## config.mk

```make
export PLATFORM = sky130hd
export DESIGN_NAME = bcd_conv_arbiter_flat
export DESIGN_NICKNAME = d
export VERILOG_FILES = /design/src/rtl/bcd_conv_arbiter_if.sv /design/src/rtl/bcd_conv_arbiter.sv /design/src/flat_wrapper.sv
export SDC_FILE = /design/constraint.sdc
export NUM_CORES = 1
export LEC_CHECK = 0
export ABC_CLOCK_PERIOD_IN_PS = 2000
export CAP_MARGIN = 15
export CELL_PAD_IN_SITES_DETAIL_PLACEMENT = 1
export CELL_PAD_IN_SITES_GLOBAL_PLACEMENT = 1
export CORE_MARGIN = 2
export CORE_UTILIZATION = 50
export CTS_CLUSTER_SIZE = 10
export DETAILED_ROUTE_END_ITERATION = 6
export DONT_BUFFER_PORTS = 1
export GPL_ROUTABILITY_DRIVEN = 0
export GPL_TIMING_DRIVEN = 0
export PLACE_DENSITY_LB_ADDON = 0.1
export SLEW_MARGIN = 0
export SYNTH_ARGS = -nofsm -noshare
export SYNTH_HDL_FRONTEND = slang
export SYNTH_SLANG_ARGS = --single-unit
```

## constraint.sdc

```tcl
create_clock -name clk -period 2 [get_ports clk]
set_input_delay 0.4 -clock clk [delete_from_list [all_inputs] [get_ports clk]]
set_output_delay 0.4 -clock clk [all_outputs]
set_load 0.01 [all_outputs]
```

## src/rtl/bcd_conv_arbiter_if.sv

```systemverilog
// Request/result bundle for bcd_conv_arbiter: three requesters share one
// binary-to-BCD engine; master drives requests and binaries, slave returns results.
interface bcd_conv_arbiter_if;
    logic [2:0]  req;
    logic [5:0]  bin0;
    logic [5:0]  bin1;
    logic [5:0]  bin2;
    logic [2:0]  ack;
    logic [2:0]  done;
    logic [11:0] bcd0;
    logic [11:0] bcd1;
    logic [11:0] bcd2;
    logic        busy;

    modport master (
        output req, bin0, bin1, bin2,
        input  ack, done, bcd0, bcd1, bcd2, busy
    );

    modport slave (
        input  req, bin0, bin1, bin2,
        output ack, done, bcd0, bcd1, bcd2, busy
    );
endinterface

```

## src/rtl/bcd_conv_arbiter.sv

```systemverilog
// Three-requester arbiter in front of one shared shift-add-3 (double dabble) engine.
// Define BCD_ARB_FIXED_PRIO_EN for fixed priority (0 > 1 > 2); default is round-robin.
module bcd_conv_arbiter (
    input  logic              clk,
    input  logic              rst_n,
    bcd_conv_arbiter_if.slave bus
);
    typedef enum logic [1:0] {IDLE, SHIFT, DONE} state_e;

    state_e           state_q, state_d;
    logic [5:0]       sr_q, sr_d;
    logic [3:0]       hun_q, hun_d;
    logic [3:0]       ten_q, ten_d;
    logic [3:0]       one_q, one_d;
    logic [2:0]       cnt_q, cnt_d;
    logic [1:0]       win_q, win_d;
    logic [2:0]       ack_q, ack_d;
    logic [2:0]       done_q, done_d;
    logic             busy_q, busy_d;
    logic [2:0][11:0] bcd_q, bcd_d;
    logic [2:0][5:0]  bin_v;
    logic [1:0]       pick;

    assign bin_v = {bus.bin2, bus.bin1, bus.bin0};

    function automatic logic [3:0] add3(input logic [3:0] d);
        return (d >= 4'd5) ? d + 4'd3 : d;
    endfunction

`ifdef BCD_ARB_FIXED_PRIO_EN
    always_comb begin
        if (bus.req[0])      pick = 2'd0;
        else if (bus.req[1]) pick = 2'd1;
        else                 pick = 2'd2;
    end
`else
    logic [1:0] last_q, last_d;

    // Search order starts one past the last requester that completed.
    always_comb begin
        case (last_q)
            2'd0:    pick = bus.req[1] ? 2'd1 : (bus.req[2] ? 2'd2 : 2'd0);
            2'd1:    pick = bus.req[2] ? 2'd2 : (bus.req[0] ? 2'd0 : 2'd1);
            default: pick = bus.req[0] ? 2'd0 : (bus.req[1] ? 2'd1 : 2'd2);
        endcase
    end
`endif

    always_comb begin
        state_d = state_q;
        sr_d    = sr_q;
        hun_d   = hun_q;
        ten_d   = ten_q;
        one_d   = one_q;
        cnt_d   = cnt_q;
        win_d   = win_q;
        ack_d   = 3'b000;
        done_d  = 3'b000;
        bcd_d   = bcd_q;
`ifndef BCD_ARB_FIXED_PRIO_EN
        last_d  = last_q;
`endif
        case (state_q)
            IDLE: begin
                if (|bus.req) begin
                    win_d   = pick;
                    sr_d    = bin_v[pick];
                    hun_d   = 4'd0;
                    ten_d   = 4'd0;
                    one_d   = 4'd0;
                    cnt_d   = 3'd6;
                    ack_d   = 3'(3'b001 << pick);
                    state_d = SHIFT;
                end
            end
            SHIFT: begin
                // Adjust every digit before the shift so each stays a legal BCD digit.
                {hun_d, ten_d, one_d, sr_d} = {add3(hun_q), add3(ten_q), add3(one_q), sr_q} << 1;
                cnt_d = cnt_q - 3'd1;
                if (cnt_q == 3'd1) state_d = DONE;
            end
            DONE: begin
                bcd_d[win_q] = {hun_q, ten_q, one_q};
                done_d       = 3'(3'b001 << win_q);
`ifndef BCD_ARB_FIXED_PRIO_EN
                last_d       = win_q;
`endif
                state_d      = IDLE;
            end
            default: state_d = IDLE;
        endcase
        busy_d = (state_d != IDLE);
    end

    always_ff @(posedge clk or negedge rst_n) begin
        if (!rst_n) begin
            state_q <= IDLE;
            sr_q    <= '0;
            hun_q   <= '0;
            ten_q   <= '0;
            one_q   <= '0;
            cnt_q   <= '0;
            win_q   <= '0;
            ack_q   <= '0;
            done_q  <= '0;
            busy_q  <= 1'b0;
            bcd_q   <= '0;
`ifndef BCD_ARB_FIXED_PRIO_EN
            last_q  <= 2'd2;
`endif
        end else begin
            state_q <= state_d;
            sr_q    <= sr_d;
            hun_q   <= hun_d;
            ten_q   <= ten_d;
            one_q   <= one_d;
            cnt_q   <= cnt_d;
            win_q   <= win_d;
            ack_q   <= ack_d;
            done_q  <= done_d;
            busy_q  <= busy_d;
            bcd_q   <= bcd_d;
`ifndef BCD_ARB_FIXED_PRIO_EN
            last_q  <= last_d;
`endif
        end
    end

    assign bus.ack  = ack_q;
    assign bus.done = done_q;
    assign bus.busy = busy_q;
    assign bus.bcd0 = bcd_q[0];
    assign bus.bcd1 = bcd_q[1];
    assign bus.bcd2 = bcd_q[2];
endmodule

```

## src/flat_wrapper.sv

```systemverilog
// flat-port wrapper written by rule: the top's interface ports become plain ports
module bcd_conv_arbiter_flat 
  (clk, rst_n, bus_req, bus_bin0, bus_bin1, bus_bin2, bus_ack, bus_done, bus_bcd0, bus_bcd1, bus_bcd2, bus_busy);
  bcd_conv_arbiter_if bus_i ();
  input  logic clk;
  input  logic rst_n;
  input wire logic [$bits(bus_i.req)-1:0] bus_req;
  input wire logic [$bits(bus_i.bin0)-1:0] bus_bin0;
  input wire logic [$bits(bus_i.bin1)-1:0] bus_bin1;
  input wire logic [$bits(bus_i.bin2)-1:0] bus_bin2;
  output wire logic [$bits(bus_i.ack)-1:0] bus_ack;
  output wire logic [$bits(bus_i.done)-1:0] bus_done;
  output wire logic [$bits(bus_i.bcd0)-1:0] bus_bcd0;
  output wire logic [$bits(bus_i.bcd1)-1:0] bus_bcd1;
  output wire logic [$bits(bus_i.bcd2)-1:0] bus_bcd2;
  output wire logic [$bits(bus_i.busy)-1:0] bus_busy;
  assign bus_i.req = bus_req;
  assign bus_i.bin0 = bus_bin0;
  assign bus_i.bin1 = bus_bin1;
  assign bus_i.bin2 = bus_bin2;
  assign bus_ack = bus_i.ack;
  assign bus_done = bus_i.done;
  assign bus_bcd0 = bus_i.bcd0;
  assign bus_bcd1 = bus_i.bcd1;
  assign bus_bcd2 = bus_i.bcd2;
  assign bus_busy = bus_i.busy;
  bcd_conv_arbiter u_core (.clk(clk), .rst_n(rst_n), .bus(bus_i));
endmodule
```

==> results of run 1 <==
-- flip-flops by register name, indices dropped and copies added, names as in the netlist --
signal,flops
u_core.bus.ack,3
u_core.bus.bcd0,12
u_core.bus.bcd1,12
u_core.bus.bcd2,12
u_core.bus.busy,1
u_core.bus.done,3
u_core.cnt_q,3
u_core.hun_q,4
u_core.last_q,2
u_core.one_q,4
u_core.sr_q,6
u_core.state_q,2
u_core.ten_q,4
u_core.win_q,2
-- cells in the mapped netlist (all sizes together) --
library cell / count
a31oi: 1
or3: 2
nor3b: 5
buf: 8
a22o: 3
o21ai: 14
o21a: 6
nor3: 8
o22ai: 5
a32o: 3
and3: 1
nand2: 9
nor2: 6
nand2b: 12
o211ai: 7
mux2: 38
inv: 10
and2: 1
a22oi: 2
a21oi: 13
xnor2: 4
clkbuf: 6
nor4: 1
or2: 1
nor2b: 8
o31ai: 3
a311oi: 5
ha: 8
a21o: 6
dfstp: 1
and3b: 1
dfrtp: 69
mux2i: 5
-- routing by layer --
metal / track usage, % / up-vias
met2: 35.4 / 56
met1: 26.7 / 1086
met4: 7.07 / 0
met5: 0 / -
li1: - / 998
met3: 6.00 / 6
-- final timing paths --
path	startpoint	cells past startpoint	to	slack (ns)
min in group clk	bus_bin2[0]	2	u_core.sr_q[0]	0.28
worst min-delay path	rst_n	0	u_core.bus.done[2]	-0.25
worst max-delay path	u_core.state_q[0]	5	u_core.sr_q[0]	0.15
worst max register to register	u_core.state_q[0]	5	u_core.sr_q[0]	0.15
max in group asynchronous	rst_n	0	u_core.last_q[1]	2.05
worst min register to register	u_core.sr_q[5]	2	u_core.sr_q[5]	0.50
-- power breakdown --
| part | switching, mW | total (mW) | internal (mW) |
|---|---|---|---|
| clock | 0.535 | 1.31 | 0.771 |
| sequential | 0.560 | 2.48 | 1.92 |
| combinational | 0.896 | 1.76 | 0.862 |
-- critical path, delay by kind of cell, from the launching register on --
kind            cells  cell delay [ns]
simple gates        3             0.87
compound gates      1             0.08
flops               1             0.41
buf+inv             1             0.41
-- logic make-up (layout without fill, tap and decap cells) --
| group | after synthesis | in the layout | share of synthesized area (%) |
|---|---|---|---|
| flip-flops | 70 | 70 | 53.8 |
| AO/OA/AOI/OAI | 68 | 68 | 14.0 |
| AND/OR/NAND/NOR | 55 | 55 | 10.0 |
| multiplexers | 43 | 43 | 14.7 |
| buffers and inverters | 24 | 41 | 3.38 |
| adder cells (fa/ha/maj) | 8 | 8 | 3.07 |
| XOR/XNOR | 4 | 4 | 1.07 |
-- area by class of cell --
| cell class | instances | area [um^2] |
|---|---|---|
| clock buffers | 11 | 151 |
| well taps | 77 | 96.3 |
| inverters | 10 | 37.5 |
| flip-flops and latches | 70 | 1750 |
| clock inverters | 5 | 81.3 |
| multi-input cells | 178 | 1440 |
| repair buffers | 1 | 7.51 |
| plain buffers | 14 | 80.1 |
| fillers | 667 | 2670 |
-- metrics by stage --
stage / setup slack (ns) / TNS (ns)
finish: 0.145 / 0
global route: 0.0187 / 0
floorplan: 0.265 / 0
global placement: -0.0690 / -1.48
CTS: 0.0180 / 0
detailed placement: -0.0745 / -1.62
-- what timing repair did --
action,CTS,global route
buffers inserted,1,0
setup endpoints to repair,36,31
pin swaps,1,1
hold endpoints to repair,70,70
resized for setup,7,4
==> impl.org, run 1 <==
** Timing
- Setup violations remaining at the end of the flow were counted as 0.
- Unrepaired setup endpoints after global routing :: no
- Post-layout min period :: 1.85 ns
- Fmax :: 539 MHz
- Across the routed clock network, the largest skew measured is 0.00846 ns.
- Share of the cycle needed by the critical path after routing :: 92.7%
- For the pin with the worst max-slew slack, the measured transition is 0.501 ns.
- In this run the tightest slew margin relative to its limit is 66.6%.
- The number of slew-limit violations in the final report is 0.
- The final-report hold violation count was 70.
- The tightest hold path in the finished design has a slack of -0.248 ns.

** Detailed routing
- Residual DRC :: 0
- The detailed router used layers up to and including met4.
- Violation count after the first detailed-route iteration :: 58
- Routed via count :: 2146
- Wire segments on met2 add up to 3.54 mm in the final route.
- Before antenna repair, the detailed router went through 4 iterations.
- Wire length the detailed router placed on met1 :: 3.06 mm
- Detailed route wirelength on metal3 :: 342 um
- Using the TritonRoute via totals, the vias-per-cell ratio works out to 5.86.
- In this run the remaining antenna-violating nets after routing total 0.
- Summed over all layers, the routed wires come to 7.03 mm.
- Routed wirelength normalized by instance count :: 19.2 um

** Logic synthesis
- Synth top area share :: 53.0%
- dfrtp_1 takes more of the synthesized area than any other cell.
- Yosys printed 0 warnings.
- Counting every net in the synthesized netlist gives 303.
- Sequential elements use 53.8% of the synthesized area.
- Synthesis inferred 70 register bits.
- In the synthesized netlist, the number of instances is 272.
- Synth Cell Area :: 3260 um^2
- By area the synthesized netlist is led by dfrtp_1 (53%), mux2_2 (12%), ha_1 (3.1%).
- The netlist uses 38 different library cells.
- Syn Area/Cell :: 12.0 um^2

** Die
- Chip width :: 84.8 um
- Die Y-Extent :: 84.8 um
- After floorplanning, the core was sized to cover 6310 um^2.
- For this design the top-level I/O count stands at 66.
- Initial core utilization :: 51.6%
- The initialized floorplan defines 29 standard-cell rows.
- The die covers 7180 um^2.

** Power
- Max VDD drop :: 809 uV
- In this run the static leakage power is 1.71 nW.
- Total Power Consumption :: 5.54 mW
- Cell area power density :: 1520 nW/um^2

** Placement
- After legalization and detailed placement, the total HPWL measured 4.90 mm.
- Input and output buffers added on the ports amount to 0.
- Once placement finished, the instance area stood at 3360 um^2.
- Cell count after placement :: 349

** Finish
- Post-route cell area :: 3640 um^2
- The library cell used most frequently in the layout, excluding fill and tap cells, is dfrtp_1.
- Final-stage net count :: 315
- Measured on the finished design, the core utilization comes to 57.7%.
- 0 antenna diodes ended up in the layout.
- Most frequent cells in the layout :: dfrtp_1 (69), mux2_2 (35), o21ai_0 (14)
- After the flow finishes, the layout carries non-filler instances totaling 366.
- Relative to the synthesized area, the layout overhead comes to 11.8%.
- Fraction of final layout cells sized beyond drive strength 1 :: 24.2%

** Clocking
- Total clock buffers created by CTS :: 9
- The clock drives 70 sinks.
- Later-pin clock latency in the skew report :: 0.33 ns
- Counting along the longest clock path gives a buffer depth of 2.
- The root buffer cell chosen for the clock tree is clkbuf_8.
- Max H-tree Level :: 3
- TritonCTS built the clock tree.
- Clock-pin slew on the worst setup and hold paths :: 0.07 ns

** Worst setup path
- Category of the critical setup timing path :: flop to flop
- Data on the critical path arrives at its endpoint at 2.11 ns.
- Peak fanout along the critical path :: 10
- Walking the worst path, the cells encountered are nor4_4, or2_2, clkbuf_1, nand2_1, o211ai_2.
- For this run, the slowest stage of the critical path takes 0.49 ns.
- Slowest library cell on the worst path :: nor4_4
- Launching element type of the critical path :: flop
- STA classifies the critical path endpoint as a flop.
- Crit path required time :: 2.26 ns

** Outcome
- The run finished, with violations left.
- The checks that failed: hold timing.

** Global routing
- Global routing finished with a remaining overflow of 0.
- GRT Total Usage :: 21.2%
- Initial antenna violation count :: 0
- Entering global routing, the biggest net connects 71 pins.
- Vias in the first global route :: 2344
- Global-route wire length before repair :: 11.9 mm

** Run
- Number of max-capacitance violations reported :: 0

** Hold path
- Class of the worst hold path :: primary input to async pin
Power figures use the tool's default switching activity.
==> inputs of run 2 (changes only) <==
CELL_PAD_IN_SITES_DETAIL_PLACEMENT = 0   (was 1)
SETUP_SLACK_MARGIN = 0.4   (was default)
==> run 2 against run 1 <==
Against the previous run:
- the run still ends with hold timing left
- worst setup slack gained 0.17 ns
- maximum frequency grew 10%
- clock skew about the same
- register-to-register slack better by 0.17 ns
- final cell count increased by 4.4%
- design area rose by 8.7%
- wire length rose by 0.57%
- die area is the same
- sequential share of layout area decreased by 3.8 points
- clock-buffer cell count is the same
- critical path type unchanged
- critical endpoint is now u_core.bus.bcd0[10]
==> impl.org, run 2 (synthesis gave the netlist of run 1 again) <==
** Power
- Static leakage :: 1.83 nW (was 1.71 nW)
- The share of total power in the clock network was 19.3% (was 23.6%).
- Fraction of power spent switching nets :: 35.9% (about the same)
- Cell area power density :: 1450 nW/um^2 (was 1520 nW/um^2)
- The internal portion of total power was 3.68 mW (was 3.55 mW).
- Max VDD drop :: 707 uV (was 809 uV)
- Total Power Consumption :: 5.74 mW (was 5.54 mW)
- The combinational fraction of design power came to 37.1% (was 31.7%).
- The switching power summed over all nets is 2.06 mW (was 1.99 mW).
- The power share of the sequential group came to 43.6% (was 44.7%).

** Timing
- The final-report hold violation count was 70 (unchanged).
- Smallest hold slack :: -0.260 ns (was -0.248 ns)
- The top achievable clock speed is 595 MHz (was 539 MHz).
- Unrepaired setup endpoints after global routing: yes (was no).
- Post-layout min period :: 1.68 ns (was 1.85 ns)
- The final-layout setup total negative slack is 0 ns (unchanged).
- The transition time at the pin with the least slew margin was 0.382 ns (was 0.501 ns).
- Layout Skew :: 0.00822 ns (was 0.00846 ns)
- The count of endpoints failing setup in the final report is 0 (unchanged).
- Final max-slew violation count :: 0 (unchanged)
- Share of the cycle needed by the critical path after routing :: 84.0% (was 92.7%)
- Headroom to the max-slew limit :: 74.5% (was 66.6%)

** Clocking
- Clock-pin slew on the worst setup and hold paths :: 0.07 ns (about the same)
- Later-pin clock latency in the skew report :: 0.35 ns (was 0.33 ns)
- Max H-tree Level :: 3 (unchanged)
- Root Buffer Master :: clkbuf_8 (unchanged)
- The number of sinks on the clock net was 70 (unchanged).
- Total clock buffers created by CTS :: 9 (unchanged)
- The worst-case clock buffer depth came to 2 (unchanged).
- Clock tree from TritonCTS :: built (unchanged)

** Detailed routing
- The number of detailed-routing iterations run before antenna repair is 4 (unchanged).
- The residual antenna-violating net count after detailed routing came to 0 (unchanged).
- Violation count after the first detailed-route iteration :: 125 (was 58)
- Routed via count :: 2220 (was 2146)
- The average wire length per cell after detail routing is 18.5 um (was 19.2 um).
- The number of DRC violations after detailed routing was 0 (unchanged).
- Vias per inst :: 5.81 (was 5.86)
- The final wirelength is 7.07 mm (was 7.03 mm).

** Worst setup path
- The maximum fanout count along the critical path is 10 (unchanged).
- The class of the most critical setup path was flop to flop (unchanged).
- The data required time of the worst path came to 2.23 ns (was 2.26 ns).
- The cell that appears most often on the critical path is buf_6.
- Buf+Inv Stages, Crit Path :: 3 (was 1)
- The top cell family by delay on the critical path is buffers and inverters (was simple AND/OR/NAND/NOR gates).
- The worst endpoint data arrival time is 1.91 ns (was 2.11 ns).
- The startpoint type of the worst setup path is a flop (unchanged).
- Ordered list of cells on the worst path :: clkbuf_8, nand2b_4, buf_6, nor3_4, buf_6, mux2_2 (was nor4_4, or2_2, clkbuf_1, nand2_1, o211ai_2)
- The largest stage delay on the critical path came to 0.41 ns (was 0.49 ns).
- The slowest cell on the critical path was dfrtp_1 (was nor4_4).
- The capturing element type of the critical path is a flop (unchanged).

** Die
- Floorplan core area :: 6310 um^2 (unchanged)
- Chip width :: 84.8 um (unchanged)
- The total number of placement rows came to 29 (unchanged).
- Die area :: 7180 um^2 (unchanged)
- Die Y-Extent :: 84.8 um (unchanged)
- The count of boundary I/O pins is 66 (unchanged).
- The effective utilization at floorplan is 51.6% (unchanged).

** Global routing
- The maximum number of pins on one net before global-route repair is 71 (unchanged).
- Vias in the first global route :: 2269 (was 2344)
- The residual overflow from global routing came to 0 (unchanged).
- The number of antenna violations at the first check in global routing came to 0 (unchanged).
- GRT Total Usage :: 20.5% (was 21.2%)
- The first-pass GRT wire length came to 11.4 mm (was 11.9 mm).

** Run
- Number of max-capacitance violations reported :: 0 (unchanged)

** Finish
- Post-route core utilization :: 62.8% (was 57.7%)
- Fraction of final layout cells sized beyond drive strength 1 :: 38.0% (was 24.2%)
- The most common cell after layout, fill and taps aside is dfrtp_1 (unchanged).
- Most frequent cells in the layout :: dfrtp_1 (68), mux2_2 (21), buf_4 (15), mux2_4 (15) (was dfrtp_1 (69), mux2_2 (35), o21ai_0 (14))
- Layout fillers :: 535 (was 667)
- The layout-stage area growth over the synthesis result is 21.5% (was 11.8%).
- Final-stage net count :: 332 (was 315)
- Antenna fix cells :: 0 (unchanged)
- The number of non-filler instances in the completed layout came to 382 (was 366).

** Outcome
- Failing checks :: hold timing (unchanged)
- Status :: finished with violations (unchanged)

** Placement
- The number of instances in the placed design was 349 (unchanged).
- The HPWL reported at the end of detailed placement came to 4.40 mm (was 4.90 mm).
- The count of buffers inserted at the top-level ports came to 0 (unchanged).

** Hold path
- The path class of the lowest-slack min-delay path is primary input to async pin (unchanged).
==> run 2: cell types whose count changed in the layout (fill, tap and decap cells not counted), sizes merged <==
cell / before / now
bufinv: 2 / 1
clkbuf: 17 / 15
buf: 9 / 28
==> run 2: repair_timing <==
| action | 4_1_cts | 5_1_grt |
|---|---|---|
| setup buffers | 13 | 3 |
| resized for setup | 28 | 44 |
| endpoints found under the setup margin | 58 | 55 |
| pin swaps | 4 | 5 |
| hold endpoints to repair | 70 | 70 |
| gates cloned | 1 | 1 |
==> run 2: worst paths after layout <==
kind | cells past startpoint | startpoint | to | slack, ns
worst min register to register | 2 | u_core.sr_q[2] | u_core.sr_q[2] | 0.50
max in group asynchronous | 0 | rst_n | u_core.last_q[1] | 2.05
worst min-delay path | 0 | rst_n | u_core.bus.done[1] | -0.26
worst max register to register | 6 | u_core.state_q[0] | u_core.bus.bcd0[10] | 0.32
min in group clk | 2 | bus_bin2[0] | u_core.sr_q[0] | 0.25
worst max-delay path | 6 | u_core.state_q[0] | u_core.bus.bcd0[10] | 0.32
==> run 2: cell type report <==
type / count / area (um^2) / area share (%)
well taps: 77 / 96.3 / 2.43
repair buffers: 18 / 154 / 3.88
clock inverters: 4 / 47.5 / 1.20
plain buffers: 14 / 140 / 3.54
clock buffers: 11 / 141 / 3.57
inverters: 10 / 37.5 / 0.947
flip-flops and latches: 70 / 1750 / 44.3
multi-input cells: 178 / 1590 / 40.2
==> run 2: power groups by stage <==
stage                     clock network, mW  registers [mW]  logic, mW
after floorplan                           0            2.37       1.44
after global placement                    0            2.49       1.68
after detailed placement                  0            2.51       1.72
after CTS                              1.14            2.49       1.90
after global routing                   1.20            2.58       2.38
final                                  1.11            2.50       2.13
==> run 2: layer usage <==
layer	part of all wire (%)	vias to the layer above	GRT usage (%)
met3	5.3	14	6.49
met2	48	54	32.5
met1	45	1111	26.2
met5	0	-	0
li1	-	1041	-
met4	1.9	0	8.23
==> run 2: worst reg2reg max path, cell delays in order (launching register included) <==
cell      delay, ns
dfrtp_1        0.41
clkbuf_8       0.15
nand2b_4       0.17
buf_6          0.14
nor3_4         0.17
buf_6          0.19
mux2_2         0.34
==> run 2: stage by stage <==
| stage | hold slack [ns] | worst slack (ns) | cell area (um^2) |
|---|---|---|---|
| after floorplan | 0.104 | 0.383 | 3330 |
| after global placement | 0.106 | 0.00248 | 3430 |
| after detailed placement | 0.106 | 0.00487 | 3430 |
| after CTS | -0.277 | 0.342 | 3810 |
| after global routing | -0.278 | 0.280 | 3960 |
| final | -0.260 | 0.320 | 3960 |
==> inputs of run 3 (changes only) <==
ABC_CLOCK_PERIOD_IN_PS = 1700   (was 2000)
clock period = 1.7 ns   (was 2 ns; I/O delays follow)
==> run 3 against run 2 <==
Against the previous run:
- design area up 13%
- first-iteration DRC count is 8.0% lower
- non-clock buffer count is 25 higher
- the run still ends with hold timing left
- wire length grew 15%
- sequential cell count did not move
- clock skew decreased by 0.0026 ns
- largest power group is now combinational cells
==> impl.org, run 3 (synthesis gave the netlist of run 1 again) <==
** Worst setup path
- Slack of the worst reg-to-reg path :: 0.02 ns (was 0.32 ns)
- Worst-case reg-to-reg path depth :: 5 (was 6)
- Launching element type of the critical path :: flop (unchanged)
- The maximum fanout count along the critical path was 5 (was 10).
- Category of the critical setup timing path :: flop to flop (unchanged)
- The startpoint of the most critical register-to-register path is u_core.state_q[0] (unchanged).
- The endpoint of the worst register-to-register path was u_core.bus.bcd2[4] (was u_core.bus.bcd0[10]).
- Crit path required time :: 1.94 ns (was 2.23 ns)
- Arrival time of data at the critical path endpoint :: 1.92 ns (was 1.91 ns)
- The capturing element type of the critical path was a flop (unchanged).

** Die
- Die area :: 7180 um^2 (unchanged)
- IO Pins :: 66 (unchanged)
- The core outline area came to 6310 um^2 (unchanged).
- Count of standard-cell rows :: 29 (unchanged)
- Die Y-Extent :: 84.8 um (unchanged)
- Chip width :: 84.8 um (unchanged)
- Initial core utilization :: 51.6% (unchanged)

** Power
- Max VDD drop :: 980 uV (was 707 uV)
- The reported leakage power is 2.03 nW (was 1.83 nW).
- The power density over cell area is 1760 nW/um^2 (was 1450 nW/um^2).

** Clocking
- The worst-case clock buffer depth came to 2 (unchanged).
- The root cell of the clock tree is clkbuf_8 (unchanged).
- Total clock buffers created by CTS :: 9 (unchanged)
- Max H-tree Level :: 3 (unchanged)
- The number of sinks on the clock net is 70 (unchanged).
- Later-pin clock latency in the skew report :: 0.35 ns (about the same)
- Clock-pin slew on the worst setup and hold paths :: 0.08 ns (was 0.07 ns)
- The clock tree from TritonCTS is built (unchanged).

** Detailed routing
- Residual DRC :: 0 (unchanged)
- The residual antenna-violating net count after detailed routing came to 0 (unchanged).
- Violation count after the first detailed-route iteration :: 115 (was 125)
- Number of search-and-repair iterations in the first detailed-routing pass :: 4 (unchanged)
- Routed via count :: 2383 (was 2220)
- The average wire length per cell after detail routing was 20.0 um (was 18.5 um).
- Vias per inst :: 5.84 (was 5.81)
- Routed wire length :: 8.15 mm (was 7.07 mm)

** Timing
- Final setup vio count :: 0 (unchanged)
- Unrepaired setup endpoints after global routing :: yes (unchanged)
- Layout Skew :: 0.00565 ns (was 0.00822 ns)
- Share of the cycle needed by the critical path after routing :: 98.9% (was 84.0%)
- Fin. Hold Viols :: 70 (unchanged)
- The top achievable clock speed came to 595 MHz (about the same).
- The final worst setup slack was 0.0193 ns (was 0.320 ns).
- Transition time at the pin with the least slew margin :: 0.418 ns (was 0.382 ns)
- The relative max-transition margin is 71.8% (was 74.5%).
- Post-layout min period :: 1.68 ns (about the same)
- The number of slew-limit violations in the final report came to 0 (unchanged).
- Smallest hold slack :: -0.323 ns (was -0.260 ns)

** Global routing
- The number of antenna violations at the first check in global routing was 0 (unchanged).
- Pin count of the biggest net entering global routing :: 71 (unchanged)
- The residual overflow from global routing is 0 (unchanged).
- Vias in the first global route :: 2363 (was 2269)
- The total global-route track usage was 22.6% (was 20.5%).
- Global-route wire length before repair :: 12.5 mm (was 11.4 mm)

** Finish
- The area of the multi-input gates is 1850 um^2 (was 1590 um^2).
- Final-stage net count :: 357 (was 332)
- Layout fillers :: 444 (was 535)
- Post-synthesis to final-layout area growth :: 36.8% (was 21.5%)
- Most frequent cells in the layout: dfrtp_1 (67), mux2_4 (33), buf_4 (32) (was dfrtp_1 (68), mux2_2 (21), buf_4 (15), mux2_4 (15)).
- Storage cell area :: 1760 um^2 (was 1750 um^2)
- Most common library cell in the layout ignoring fill and taps :: dfrtp_1 (unchanged)
- The number of antenna repair diodes is 0 (unchanged).
- Fraction of final layout cells sized beyond drive strength 1 :: 51.7% (was 38.0%)

** Outcome
- Status :: finished with violations (unchanged)
- Failing checks :: hold timing (unchanged)

** Placement
- Place WS :: -0.299 ns (was 0.00487 ns)
- The HPWL reported at the end of detailed placement was 4.70 mm (was 4.40 mm).
- Number of buffer cells added on primary ports :: 0 (unchanged)

** Hold path
- The path class of the lowest-slack min-delay path was primary input to async pin (unchanged).

** Run
- The count of maximum capacitance violations was 0 (unchanged).
-- run 3: cell types whose count changed in the layout (fill, tap and decap cells not counted), moves of 3 or more --
cell,change
mux2_4,+18
buf_4,+17
mux2_2,-16
buf_6,+8
a21oi_1,-5
ha_1,-5
a21oi_4,+4
nand2b_1,-4
nand2b_4,+4
ha_4,+3
inv_1,-3
nor2_4,+3
o22ai_1,-3
o22ai_2,+3
-- run 3: final cells by class --
cell class	count	share of cell area (%)
buffer	14	3.42
clock buffer	11	2.95
clock inverter	5	1.32
inverter	10	0.898
multi-input combinational	178	41.4
sequential	70	39.4
tap	77	2.16
timing repair buffer	43	8.47
-- run 3: repair_timing --
item,in CTS,in global routing
cloned,4,2
buffers inserted,27,10
endpoints found under the hold margin,70,70
gates resized for setup,84,34
setup endpoints to repair,67,66
pin swaps,25,14
-- run 3: through the flow --
| stage | setup TNS, ns | power, mW | utilization, % | instances | instance area (um^2) |
|---|---|---|---|---|---|
| final | 0 | 7.84 | 70.7 | 408 | 4460 |
| after floorplan | 0 | 4.63 | - | 272 | 3430 |
| after detailed placement | -3.98 | 5.16 | 55.9 | 349 | 3530 |
| after global routing | -0.0200 | 8.32 | 70.7 | 408 | 4460 |
| after CTS | 0 | 7.48 | 67.5 | 396 | 4260 |
| after global placement | -3.78 | 5.08 | 55.9 | 349 | 3530 |
-- run 3: worst max-delay path, cell delays in order, from the launching register on --
cell and delay, ns:
dfrtp_1 0.40, clkbuf_8 0.15, nand2b_4 0.18, nor3b_4 0.31, buf_4 0.23, mux2_4 0.30
-- run 3: worst max-delay path by stage --
stage	cells after the start	slack, ns	endpoint	startpoint
6_report	5	0.02	u_core.bus.bcd2[4]	u_core.state_q[0]
5_1_grt	5	-0.007	u_core.bus.bcd1[11]	u_core.state_q[0]
4_1_cts	5	0.06	u_core.bus.bcd1[0]	u_core.state_q[0]
3_5_place_dp	5	-0.30	u_core.sr_q[4]	u_core.state_q[0]
3_3_place_gp	5	-0.32	u_core.sr_q[5]	u_core.state_q[0]
2_1_floorplan	5	0.09	u_core.sr_q[0]	u_core.state_q[0]
-- run 3: per-layer routing --
metal / part of all wire, % / up-vias / track usage [%]
met3: 4.0 / 15 / 7.18
met5: 0 / - / 0
met4: 2.1 / 0 / 7.07
met1: 44 / 1213 / 29.4
li1: - / 1097 / -
met2: 50 / 58 / 36.3
-- run 3: where the power goes --
group	total [mW]	internal (mW)	switching (mW)
Combinational	3.53	2.03	1.51
Clock	1.33	0.681	0.647
Sequential	2.98	2.26	0.718
Total	7.84	4.97	2.87
